--- src/rtl/lru_backend_arbiter.sv ---
// lru_backend_arbiter
// Shares one backend refill port among NUM_REQ cache requesters. One refill is
// outstanding at a time. The winner is chosen round-robin, starting the search
// just after the most recently served requester. Completion is decided by
// counting beats. bk_data_tlast is only checked against that count, and a
// mismatch raises the sticky proto_err flag.
//
// Ports
//   clk, rstn                      clock, async active-low reset
//   req_addr_tvalid/tdata/tready   per-requester refill requests (tag slices)
//   req_data_tvalid/tready         per-requester refill beat handshake
//   req_data_tdata                 refill beat, broadcast to all requesters
//   bk_addr_*                      backend request stream
//   bk_data_*                      backend refill stream
//   grant_id                       current (or most recent) owner
//   busy                           a refill is in progress
//   proto_err                      sticky: tlast disagreed with the beat count
//
// state | meaning
// IDLE  | arbitrate among valid requests; nothing forwarded
// ADDR  | granted tag presented to the backend until accepted
// DATA  | backend beats routed to the owner until BURST_LEN handshakes

module lru_backend_arbiter #(
   parameter int NUM_REQ    = 4,
   parameter int TAGS_WIDTH = 42,
   parameter int DATA_WIDTH = 512,
   parameter int BURST_LEN  = 1,
   localparam int GW        = (NUM_REQ > 1) ? $clog2(NUM_REQ) : 1
) (
   input  logic                          clk,
   input  logic                          rstn,
   input  logic [NUM_REQ-1:0]            req_addr_tvalid,
   input  logic [NUM_REQ*TAGS_WIDTH-1:0] req_addr_tdata,
   output logic [NUM_REQ-1:0]            req_addr_tready,
   output logic [NUM_REQ-1:0]            req_data_tvalid,
   output logic [DATA_WIDTH-1:0]         req_data_tdata,
   input  logic [NUM_REQ-1:0]            req_data_tready,
   output logic                          bk_addr_tvalid,
   output logic [TAGS_WIDTH-1:0]         bk_addr_tdata,
   input  logic                          bk_addr_tready,
   input  logic                          bk_data_tvalid,
   input  logic [DATA_WIDTH-1:0]         bk_data_tdata,
   input  logic                          bk_data_tlast,
   output logic                          bk_data_tready,
   output logic [GW-1:0]                 grant_id,
   output logic                          busy,
   output logic                          proto_err
);

   localparam int BCW = (BURST_LEN > 1) ? $clog2(BURST_LEN) : 1;

   typedef enum logic [1:0] {
      IDLE = 2'd0,
      ADDR = 2'd1,
      DATA = 2'd2
   } state_t;

   state_t          state;
   logic [GW-1:0]   rr_ptr;
   logic [BCW-1:0]  beat_cnt;
   logic [GW-1:0]   winner;
   logic [NUM_REQ-1:0] grant_oh;
   logic [TAGS_WIDTH-1:0] grant_tag;
   logic            owner_ready;
   logic            last_beat;
   logic            data_hs;

   // Scan from the farthest candidate (rr_ptr itself) to the nearest
   // (rr_ptr+1), so the nearest valid requester is the last to be assigned.
   always_comb begin
      int idx;
      winner = rr_ptr;
      idx    = 0;
      for (int k = NUM_REQ; k >= 1; k--) begin
         idx = (int'(rr_ptr) + k) % NUM_REQ;
         if (req_addr_tvalid[GW'(idx)]) begin
            winner = GW'(idx);
         end
      end
   end

   always_comb begin
      grant_oh    = '0;
      grant_tag   = '0;
      owner_ready = 1'b0;
      for (int i = 0; i < NUM_REQ; i++) begin
         if (grant_id == GW'(i)) begin
            grant_oh[i] = 1'b1;
            grant_tag   = req_addr_tdata[i*TAGS_WIDTH +: TAGS_WIDTH];
            owner_ready = req_data_tready[i];
         end
      end
   end

   assign last_beat      = (beat_cnt == BCW'(BURST_LEN - 1));
   assign bk_addr_tvalid = (state == ADDR);
   assign bk_addr_tdata  = (state == ADDR) ? grant_tag : '0;
   assign req_addr_tready = (state == ADDR && bk_addr_tready) ? grant_oh : '0;
   assign bk_data_tready = (state == DATA) && owner_ready;
   assign req_data_tvalid = (state == DATA && bk_data_tvalid) ? grant_oh : '0;
   assign req_data_tdata = bk_data_tdata;
   assign data_hs        = (state == DATA) && bk_data_tvalid && owner_ready;
   assign busy           = (state != IDLE);

   always_ff @(posedge clk or negedge rstn) begin
      if (!rstn) begin
         state     <= IDLE;
         grant_id  <= '0;
         rr_ptr    <= GW'(NUM_REQ - 1);
         beat_cnt  <= '0;
         proto_err <= 1'b0;
      end else begin
         case (state)
            IDLE: begin
               if (|req_addr_tvalid) begin
                  grant_id <= winner;
                  state    <= ADDR;
               end
            end
            ADDR: begin
               if (bk_addr_tready) begin
                  beat_cnt <= '0;
                  state    <= DATA;
               end
            end
            DATA: begin
               if (data_hs) begin
                  if (bk_data_tlast != last_beat) begin
                     proto_err <= 1'b1;
                  end
                  if (last_beat) begin
                     beat_cnt <= '0;
                     rr_ptr   <= grant_id;
                     state    <= IDLE;
                  end else begin
                     beat_cnt <= beat_cnt + 1'b1;
                  end
               end
            end
            default: state <= IDLE;
         endcase
      end
   end

endmodule

--- config.mk ---
export PLATFORM = sky130hd
export DESIGN_NAME = lru_backend_arbiter
export DESIGN_NICKNAME = d
export VERILOG_FILES = /design/src/rtl/lru_backend_arbiter.sv
export SDC_FILE = /design/constraint.sdc
export NUM_CORES = 1
export LEC_CHECK = 0
export CORE_AREA = 5 5 494 496
export DETAILED_ROUTE_END_ITERATION = 6
export DIE_AREA = 0 0 499 501
export SKIP_LAST_GASP = 1
export SYNTH_ARGS = -nofsm -noshare
export SYNTH_HDL_FRONTEND = slang
export SYNTH_SLANG_ARGS = --single-unit
--- constraint.sdc ---
create_clock -name clk -period 3.9 [get_ports clk]
set_input_delay 0.585 -clock clk [delete_from_list [all_inputs] [get_ports clk]]
set_output_delay 0.585 -clock clk [all_outputs]
set_load 0.01 [all_outputs]
# == Word-level counts from Yosys, hierarchy flattened ==
# Cells that the tools add are included.
# Widths: inputs -> output; s select.
# op_classes
n_reduce_logical,14
multipliers,0
n_bitwise,1
addsub,5
n_mux,40
order_cmp,4
n_shift,0
div,0
eq_ne,10
# ops
operator,n
$mux 42,5
$mux 1,19
$lt 2x4->1 const B,4
$mux 2,8
$reduce_and 3->1,3
$bmux 1 s2,4
$mux 4,2
$eq 2x2->1 const B,3
$ne 2x2->1 const B,3
$pmux 2 s3,1
$add 2x1->2 const B,2
$add 2x2->2 const B,2
$eq 2x1->1 const B,2
$logic_and 1x1->1,4
$logic_not 2->1,2
$reduce_and 4->1,1
$reduce_bool 2->1,2
$reduce_or 4->1,1
$ne 2x1->1 const B,1
$pmux 1 s2,1
$reduce_and 2->1,1
$add 1x1->1 const B,1
$ne 1x1->1,1
$not 1->1,1
# word_totals
inputBits,693
elab_cells,79
out_inout_bits,568
ramBits,0
latchBits,0
mem_count,0
register_bits,8
rom_bits,0

# == Longest topological paths before layout ==
# Gate-level depths: netlist of run 1.
# depth
word_depth,8
ltp_mapped,5
depth_no_buf,4

# == Least setup slack after synthesis of run 1 ==
# OpenSTA, ideal clock, no wires.
# synth_path
kind,register to output
start,register grant_id[0]
end,output bk_addr_tdata[40]
slack_ps,1895
path_stages_with_launch,5
t_arrival_ps,1420
n_path_buf,2
cell_sequence,dfrtp_1 -> buf_6 -> buf_2 -> mux4_2 -> and2_1
# synth_between
elab_chain_cells,6
elab_cells_between_ends,9
# synth_rtl
element,line_no,text
"start, declared",46,"output logic [GW-1:0] grant_id,"
"start signal, assigned",117,grant_id <= winner;
$logic_not 2->1,88,if (grant_id == GW'(i)) begin
$mux 42 (3 in series),88,
$mux 42 *,88,
$mux 42 *,98,assign bk_addr_tdata = (state == ADDR) ? grant_tag : '0;
"end, declared",40,"output logic [TAGS_WIDTH-1:0] bk_addr_tdata,"
# Every way passes the cells marked *; elsewhere a longest branch is shown, timed or not.

# == Worst setup path after layout of run 1 ==
# layout_path
start,register grant_id[0]
end,output bk_addr_tdata[41]
# Same word-level chain as after synthesis.

==> results of run 1 <==
## final cells by class
type	count	area [um^2]
Tap cell	3185	3990
Multi-Input combinational cell	128	1510
Timing Repair Buffer	243	2450
Antenna cell	20	50.0
Sequential cell	7	185
Inverter	3	12.5
Fill cell	28500	231000
Clock buffer	4	78.8
## through the flow
| step | area [um^2] | instances | power (mW) | hold WS (ns) |
|---|---|---|---|---|
| floorplan | 5650 | 667 | 1.76 | 0.289 |
| global placement | 8150 | 3566 | 3.02 | 0.477 |
| detailed placement | 8150 | 3566 | 3.04 | 0.471 |
| CTS | 8220 | 3570 | 3.24 | 0.483 |
| global route | 8230 | 3571 | 3.29 | 0.491 |
| finish | 8270 | 3590 | 3.13 | 0.478 |
## synthesized netlist by cell type, types with 3 or more instances
library cell	number	area [um^2]
o21ai_0	3	15.0
dfrtp_1	5	125
buf_4	513	3850
nor2_1	7	26.3
buf_2	5	25.0
and2_1	42	263
clkbuf_1	6	22.5
nor3_1	3	15.0
inv_1	3	11.3
buf_6	5	56.3
mux4_2	43	968
nand2b_1	6	37.5
## cell families (layout without fill, tap and decap cells)
kind of cell	Yosys count	after routing	synth area share [%]
buf+inv	532	250	70.2
mux	47	47	17.9
flops	7	7	3.14
other cells	0	20	0
compound gates	14	14	1.70
simple gates	67	67	7.08
## critical path: stages (launching register included)
cell	delay, ns
dfrtp_4	0.68
buf_12	0.25
mux4_2	0.62
and2_1	0.19
clkdlybuf4s50_1	0.61
## state kept, by name, summed over array words and instances (netlist names)
signal and flops:
state 2, rr_ptr 2, proto_err 1, grant_id 2
## worst paths after layout
check                                        start                 endpoint  slack [ns]  depth (start not counted)
min reg2reg                  proto_err$_DFFE_PN0P_    proto_err$_DFFE_PN0P_        0.48                          1
min in group asynchronous                     rstn  grant_id[0]$_DFFE_PN0P_        0.65                          1
max in group asynchronous                     rstn    rr_ptr[1]$_DFFE_PN1P_        2.95                          1
max reg2reg                grant_id[0]$_DFFE_PN0P_    rr_ptr[0]$_DFFE_PN1P_        1.85                          4
max                        grant_id[0]$_DFFE_PN0P_        bk_addr_tdata[41]        0.60                          4
min                          proto_err$_DFFE_PN0P_    proto_err$_DFFE_PN0P_        0.48                          1
## power breakdown
group | switching (mW) | internal, mW
Combinational | 1.49 | 1.19
Clock | 0.0403 | 0.136
Sequential | 0.156 | 0.118
Total | 1.69 | 1.45
## routing by layer
layer | part of all wire, % | wire length [um] | vias up | global-route usage (%)
met1 | 11 | 19400 | 1433 | 4.56
li1 | - | - | 1096 | -
met5 | 0.060 | 102 | - | 0.135
met4 | 3.4 | 5840 | 8 | 3.47
met3 | 41 | 70100 | 230 | 24.6
met2 | 44 | 75600 | 1298 | 20.8
==> impl_metrics.py, run 1 <==
metrics = {
    "global_route": {
        "grt_pass1_wl_um": 182000,
        "grt_start_max_net_pins": 27,
        "antenna_found_initial": 64,
        "grt_pass1_vias": 4108,
        "grt_overflow_total": 0,
        "grt_usage_pct": 13.0,
    },
    "route": {
        "drt_iter0_drc": 238,
        "wl_per_cell_um": 47.6,
        "drt_first_pass_iters": 4,
        "wl_um": 171000,
        "ant_nets": 0,
        "vias": 4065,
        "drc": 0,
        "viasPerCell": 1.13,
    },
    "floorplan": {
        "die_w_um": 499,
        "initial_core_util_pct": 2.36,
        "fp.coreArea_mm2": 0.239,
        "die-area_mm2": 0.250,
        "ios": 1261,
        "die_h_um": 501,
        "rows": 180,
    },
    "clocking": {
        "clk_latency_ns": 0.23,
        "cts-buffers-inserted": 3,
        "clk_pin_slew_worst_paths_ns": 0.04,
        "clockBufferDepth": 2,
        "root_buffer": "clkbuf_16",
        "cts_setup_buffers": 0,
        "clock_sinks": 7,
        "postCtsHoldBufs": 0,
        "cts_tree": "yes",
        "cts_resized": 0,
        "cts_max_level": 1,
    },
    "yosys": {
        "synth_seq_area_share_pct": 3.14,
        "netlist_area_mm2": 0.00565,
        "synth_edf_count": 0,
        "yosysWarnings": 0,
        "synth_area_per_cell_um2": 8.47,
        "async_flop_share_pct": 100,
        "synthesis.nets": 1360,
        "synthFlopType": "dfrtp_1",
        "ys_ff_latch": 7,
        "yosysUniqueCellTypes": 31,
        "syn-instance-count": 667,
    },
    "placement": {
        "dpl.hpwl_um": 167000,
        "pre_cts_slack_ns": 0.500,
        "gp_congestion": 0.858,
        "port_buffers": 236,
    },
    "sta": {
        "worst_slack_ns": 0.596,
        "fin_crit_ns": 3.30,
        "period_share_pct": 84.7,
        "max_freq_mhz": 303,
        "setup_viol": 0,
        "drv_slew": 0,
        "worst_slew_pin_slew_ns": 0.721,
        "rsz0062_at_grt": "false",
        "finalSetupTns_ns": 0,
        "relSlewSlack_pct": 51.8,
        "hold_viol": 0,
        "skew_ns": 0.000936,
    },
    "worst_setup_path": {
        "crit_arrival_ns": 2.72,
        "end_kind": "output port",
        "crit_required_ns": 3.31,
        "crit_fanout": 18,
        "cp-start-kind": "flop",
        "worst-setup-path-type": "reg -> out",
    },
    "power_and_ir_drop": {
        "powerDensity_mw_per_mm2": 379,
        "ir_worst_vdd_uv": 203,
        "p_leak_nw": 1.60,
    },
    "min_path": {
        "hold_class": "reg -> reg",
    },
    "layout": {
        "layout_common_cells": "clkdlybuf4s50_1 (232), mux4_2 (43), and2_1 (42)",
        "fin_util_pct": 3.46,
        "nNetsFinal": 1079,
        "layout_commonest_cell": "clkdlybuf4s50_1",
        "drive_above_1_share_pct": 16.4,
        "area_growth_pct": 46.4,
    },
    "job": {
        "drv_cap": 0,
    },
    "outcome": {
        "status": "complete, no violations",
    },
}
Power figures use the tool's default switching activity.
==> inputs of run 2 (changes only) <==
--- a/config.mk
+++ b/config.mk
@@ -5,9 +5,9 @@
 export SDC_FILE = /design/constraint.sdc
 export NUM_CORES = 1
 export LEC_CHECK = 0
-export CORE_AREA = 5 5 494 496
+export CORE_AREA = 5 5 490 492
 export DETAILED_ROUTE_END_ITERATION = 6
-export DIE_AREA = 0 0 499 501
+export DIE_AREA = 0 0 495 497
 export SKIP_LAST_GASP = 1
 export SYNTH_ARGS = -nofsm -noshare
 export SYNTH_HDL_FRONTEND = slang
==> constraint.sdc (replaced) <==
create_clock -name clk -period 3 [get_ports clk]
set_input_delay 0.45 -clock clk [delete_from_list [all_inputs] [get_ports clk]]
set_output_delay 0.45 -clock clk [all_outputs]
set_load 0.01 [all_outputs]
==> run 2 against run 1 <==
Effect of this change: wire length decreased by 5.0%; die area decreased by 1.6%; combinational power increased by 32%; first-iteration DRC count increased by 11%; critical path depth decreased by 1; register-to-register slack got worse by 0.74 ns; sequential power increased by 16%; core utilization about the same; largest cell class unchanged; largest power group unchanged.
==> impl_metrics.py, run 2 (same netlist as run 1, synthesis figures left out) <==
metrics = {
    "outcome": {
        "status": "complete, no violations",
    },
    "power_and_ir_drop": {
        "clkPwrFrac_pct": 5.6,
        "switching_share_pct": 55.0,
        "p_comb_share_pct": 86.6,
        "p_switching_mw": 2.25,
        "powerDensity_mw_per_mm2": 500,
        "p_int_mw": 1.84,
        "p_leak_nw": 1.68,
        "ir_worst_vdd_uv": 731,
        "p_seq_share_pct": 7.8,
    },
    "placement": {
        "gp_congestion": 0.876,
        "dpl.hpwl_um": 159000,
        "placed_cell_area_mm2": 0.00802,
        "port_buffers": 236,
        "dpl.cell_count": 3534,
    },
    "min_path": {
        "hold_class": "reg -> reg",
        "hold_depth": 1,
    },
    "worst_setup_path": {
        "cpLargestDelayFamily": "flip-flops",
        "cp.depth": 3,
        "endpoint": "bk_addr_tdata[32]",
        "crit_required_ns": 2.55,
        "startpoint": "grant_id[1]$_DFFE_PN0P_",
        "worst-setup-path-type": "reg -> out",
        "r2r_start": "grant_id[0]$_DFFE_PN0P_",
        "critPathSlowestCell": "dfrtp_4",
        "critPathBufInv": 1,
        "end_kind": "output port",
        "cpPeakStageDelay_ns": 0.78,
        "crit_fanout": 26,
        "crit_chain": "mux4_2 -> and2_1 -> clkdlybuf4s50_1",
        "reg2regPathDepth": 5,
        "cp-start-kind": "flop",
        "r2r_end": "rr_ptr[0]$_DFFE_PN1P_",
        "crit_arrival_ns": 2.33,
        "reg2reg_slack_ns": 1.11,
    },
    "layout": {
        "layout_common_cells": "clkdlybuf4s50_1 (197), buf_4 (46), mux4_2 (43)",
        "fill_cells": 28000,
        "instances_no_fill": 3560,
        "drive_above_1_share_pct": 26.2,
        "nNetsFinal": 1083,
        "multiInputGateArea_mm2": 0.00151,
        "area_growth_pct": 44.7,
        "reg_top3": "grant_id: 2 flops, rr_ptr: 2 flops, state: 2 flops",
        "register_area_um2": 185,
        "fin_util_pct": 3.48,
        "stdcell_area_mm2": 0.00818,
        "layout_commonest_cell": "clkdlybuf4s50_1",
    },
    "clocking": {
        "cts_tree": "yes",
        "clockBufferDepth": 2,
        "cts_max_level": 1,
        "root_buffer": "clkbuf_16",
        "postCtsHoldBufs": 0,
        "clk_pin_slew_worst_paths_ns": 0.04,
        "cts_setup_buffers": 0,
        "clk_latency_ns": 0.23,
        "cts-buffers-inserted": 3,
        "clock_sinks": 7,
        "cts_resized": 0,
    },
    "sta": {
        "drv_slew": 0,
        "skew_ns": 0.00307,
        "rsz0062_at_grt": "false",
        "max_freq_mhz": 359,
        "period_share_pct": 92.8,
        "finalSetupTns_ns": 0,
        "fin_crit_ns": 2.78,
        "hold_ws_ns": 0.476,
        "worst_slew_pin_slew_ns": 0.610,
        "setup_viol": 0,
        "hold_viol": 0,
        "relSlewSlack_pct": 59.3,
    },
    "route": {
        "ant_nets": 0,
        "drc": 0,
        "wl_um": 163000,
        "drt_iter0_drc": 264,
        "viasPerCell": 1.13,
        "wl_per_cell_um": 45.7,
        "drt_first_pass_iters": 4,
        "vias": 4015,
    },
    "global_route": {
        "grt_overflow_total": 0,
        "grt_usage_pct": 12.5,
        "grt_start_max_net_pins": 44,
        "grt_pass1_wl_um": 173000,
        "grt_pass1_vias": 4228,
        "antenna_found_initial": 38,
    },
    "floorplan": {
        "ios": 1261,
        "die_w_um": 495,
        "die-area_mm2": 0.246,
        "die_h_um": 497,
        "initial_core_util_pct": 2.41,
        "rows": 178,
        "fp.coreArea_mm2": 0.235,
    },
    "job": {
        "drv_cap": 0,
    },
}
## run 2: cell types whose count changed in the layout (fill, tap and decap cells not counted), sizes merged
cell           delta
clkdlybuf4s50    -35
diode             +1
buf              +39
## run 2: layout make-up
class / count / area share [%]
diodes: 21 / 0.643
clock buffers: 4 / 0.964
inverters: 3 / 0.153
multi-input cells: 128 / 18.4
flip-flops and latches: 7 / 2.27
well taps: 3150 / 48.2
repair buffers: 247 / 29.3
## run 2: worst reg2reg max path: stages, from the launching register on
cell and delay, ns:
dfrtp_4 0.43, buf_12 0.18, buf_4 0.21, mux4_2 0.54, nand2b_1 0.13, mux2_1 0.32
## run 2: how the worst min path moves through the flow
stage	endpoint	from	slack, ns
6_report	proto_err$_DFFE_PN0P_	proto_err$_DFFE_PN0P_	0.48
5_1_grt	proto_err$_DFFE_PN0P_	proto_err$_DFFE_PN0P_	0.49
4_1_cts	proto_err$_DFFE_PN0P_	proto_err$_DFFE_PN0P_	0.48
3_5_place_dp	proto_err$_DFFE_PN0P_	proto_err$_DFFE_PN0P_	0.47
3_3_place_gp	proto_err$_DFFE_PN0P_	proto_err$_DFFE_PN0P_	0.47
2_1_floorplan	grant_id[0]$_DFFE_PN0P_	rstn	0.15
## run 2: per-layer routing
layer | wire (um) | vias up | share of wire, % | global-route usage, %
met5 | 91 | - | 0.056 | 0.176
met4 | 7570 | 8 | 4.7 | 4.69
met3 | 65500 | 215 | 40 | 23.5
met2 | 71300 | 1219 | 44 | 19.8
met1 | 18100 | 1472 | 11 | 4.02
li1 | - | 1101 | - | -
## run 2: through the flow
| step | setup slack, ns | power (mW) |
|---|---|---|
| 6_report | 0.216 | 4.09 |
| 3_5_place_dp | 0.254 | 4.07 |
| 3_3_place_gp | 0.268 | 4.06 |
| 4_1_cts | 0.0516 | 4.33 |
| 5_1_grt | 0.0948 | 4.40 |
| 2_1_floorplan | 1.13 | 2.29 |
## run 2: power by group through the flow
stage          Combinational (mW)  Sequential (mW)  Clock [mW]
6_report                     3.54            0.318       0.230
5_1_grt                      3.82            0.341       0.240
4_1_cts                      3.72            0.371       0.235
3_5_place_dp                 3.70            0.372           0
3_3_place_gp                 3.70            0.367           0
2_1_floorplan                2.10            0.186           0
==> inputs of run 3 (changes only) <==
--- a/config.mk
+++ b/config.mk
@@ -8,6 +8,7 @@
 export CORE_AREA = 5 5 490 492
 export DETAILED_ROUTE_END_ITERATION = 6
 export DIE_AREA = 0 0 495 497
+export GPL_ROUTABILITY_DRIVEN = 1
 export SKIP_LAST_GASP = 1
 export SYNTH_ARGS = -nofsm -noshare
 export SYNTH_HDL_FRONTEND = slang
==> results of run 3 <==
Same layout as run 2: the final DEF is identical, and so are final timing and power.
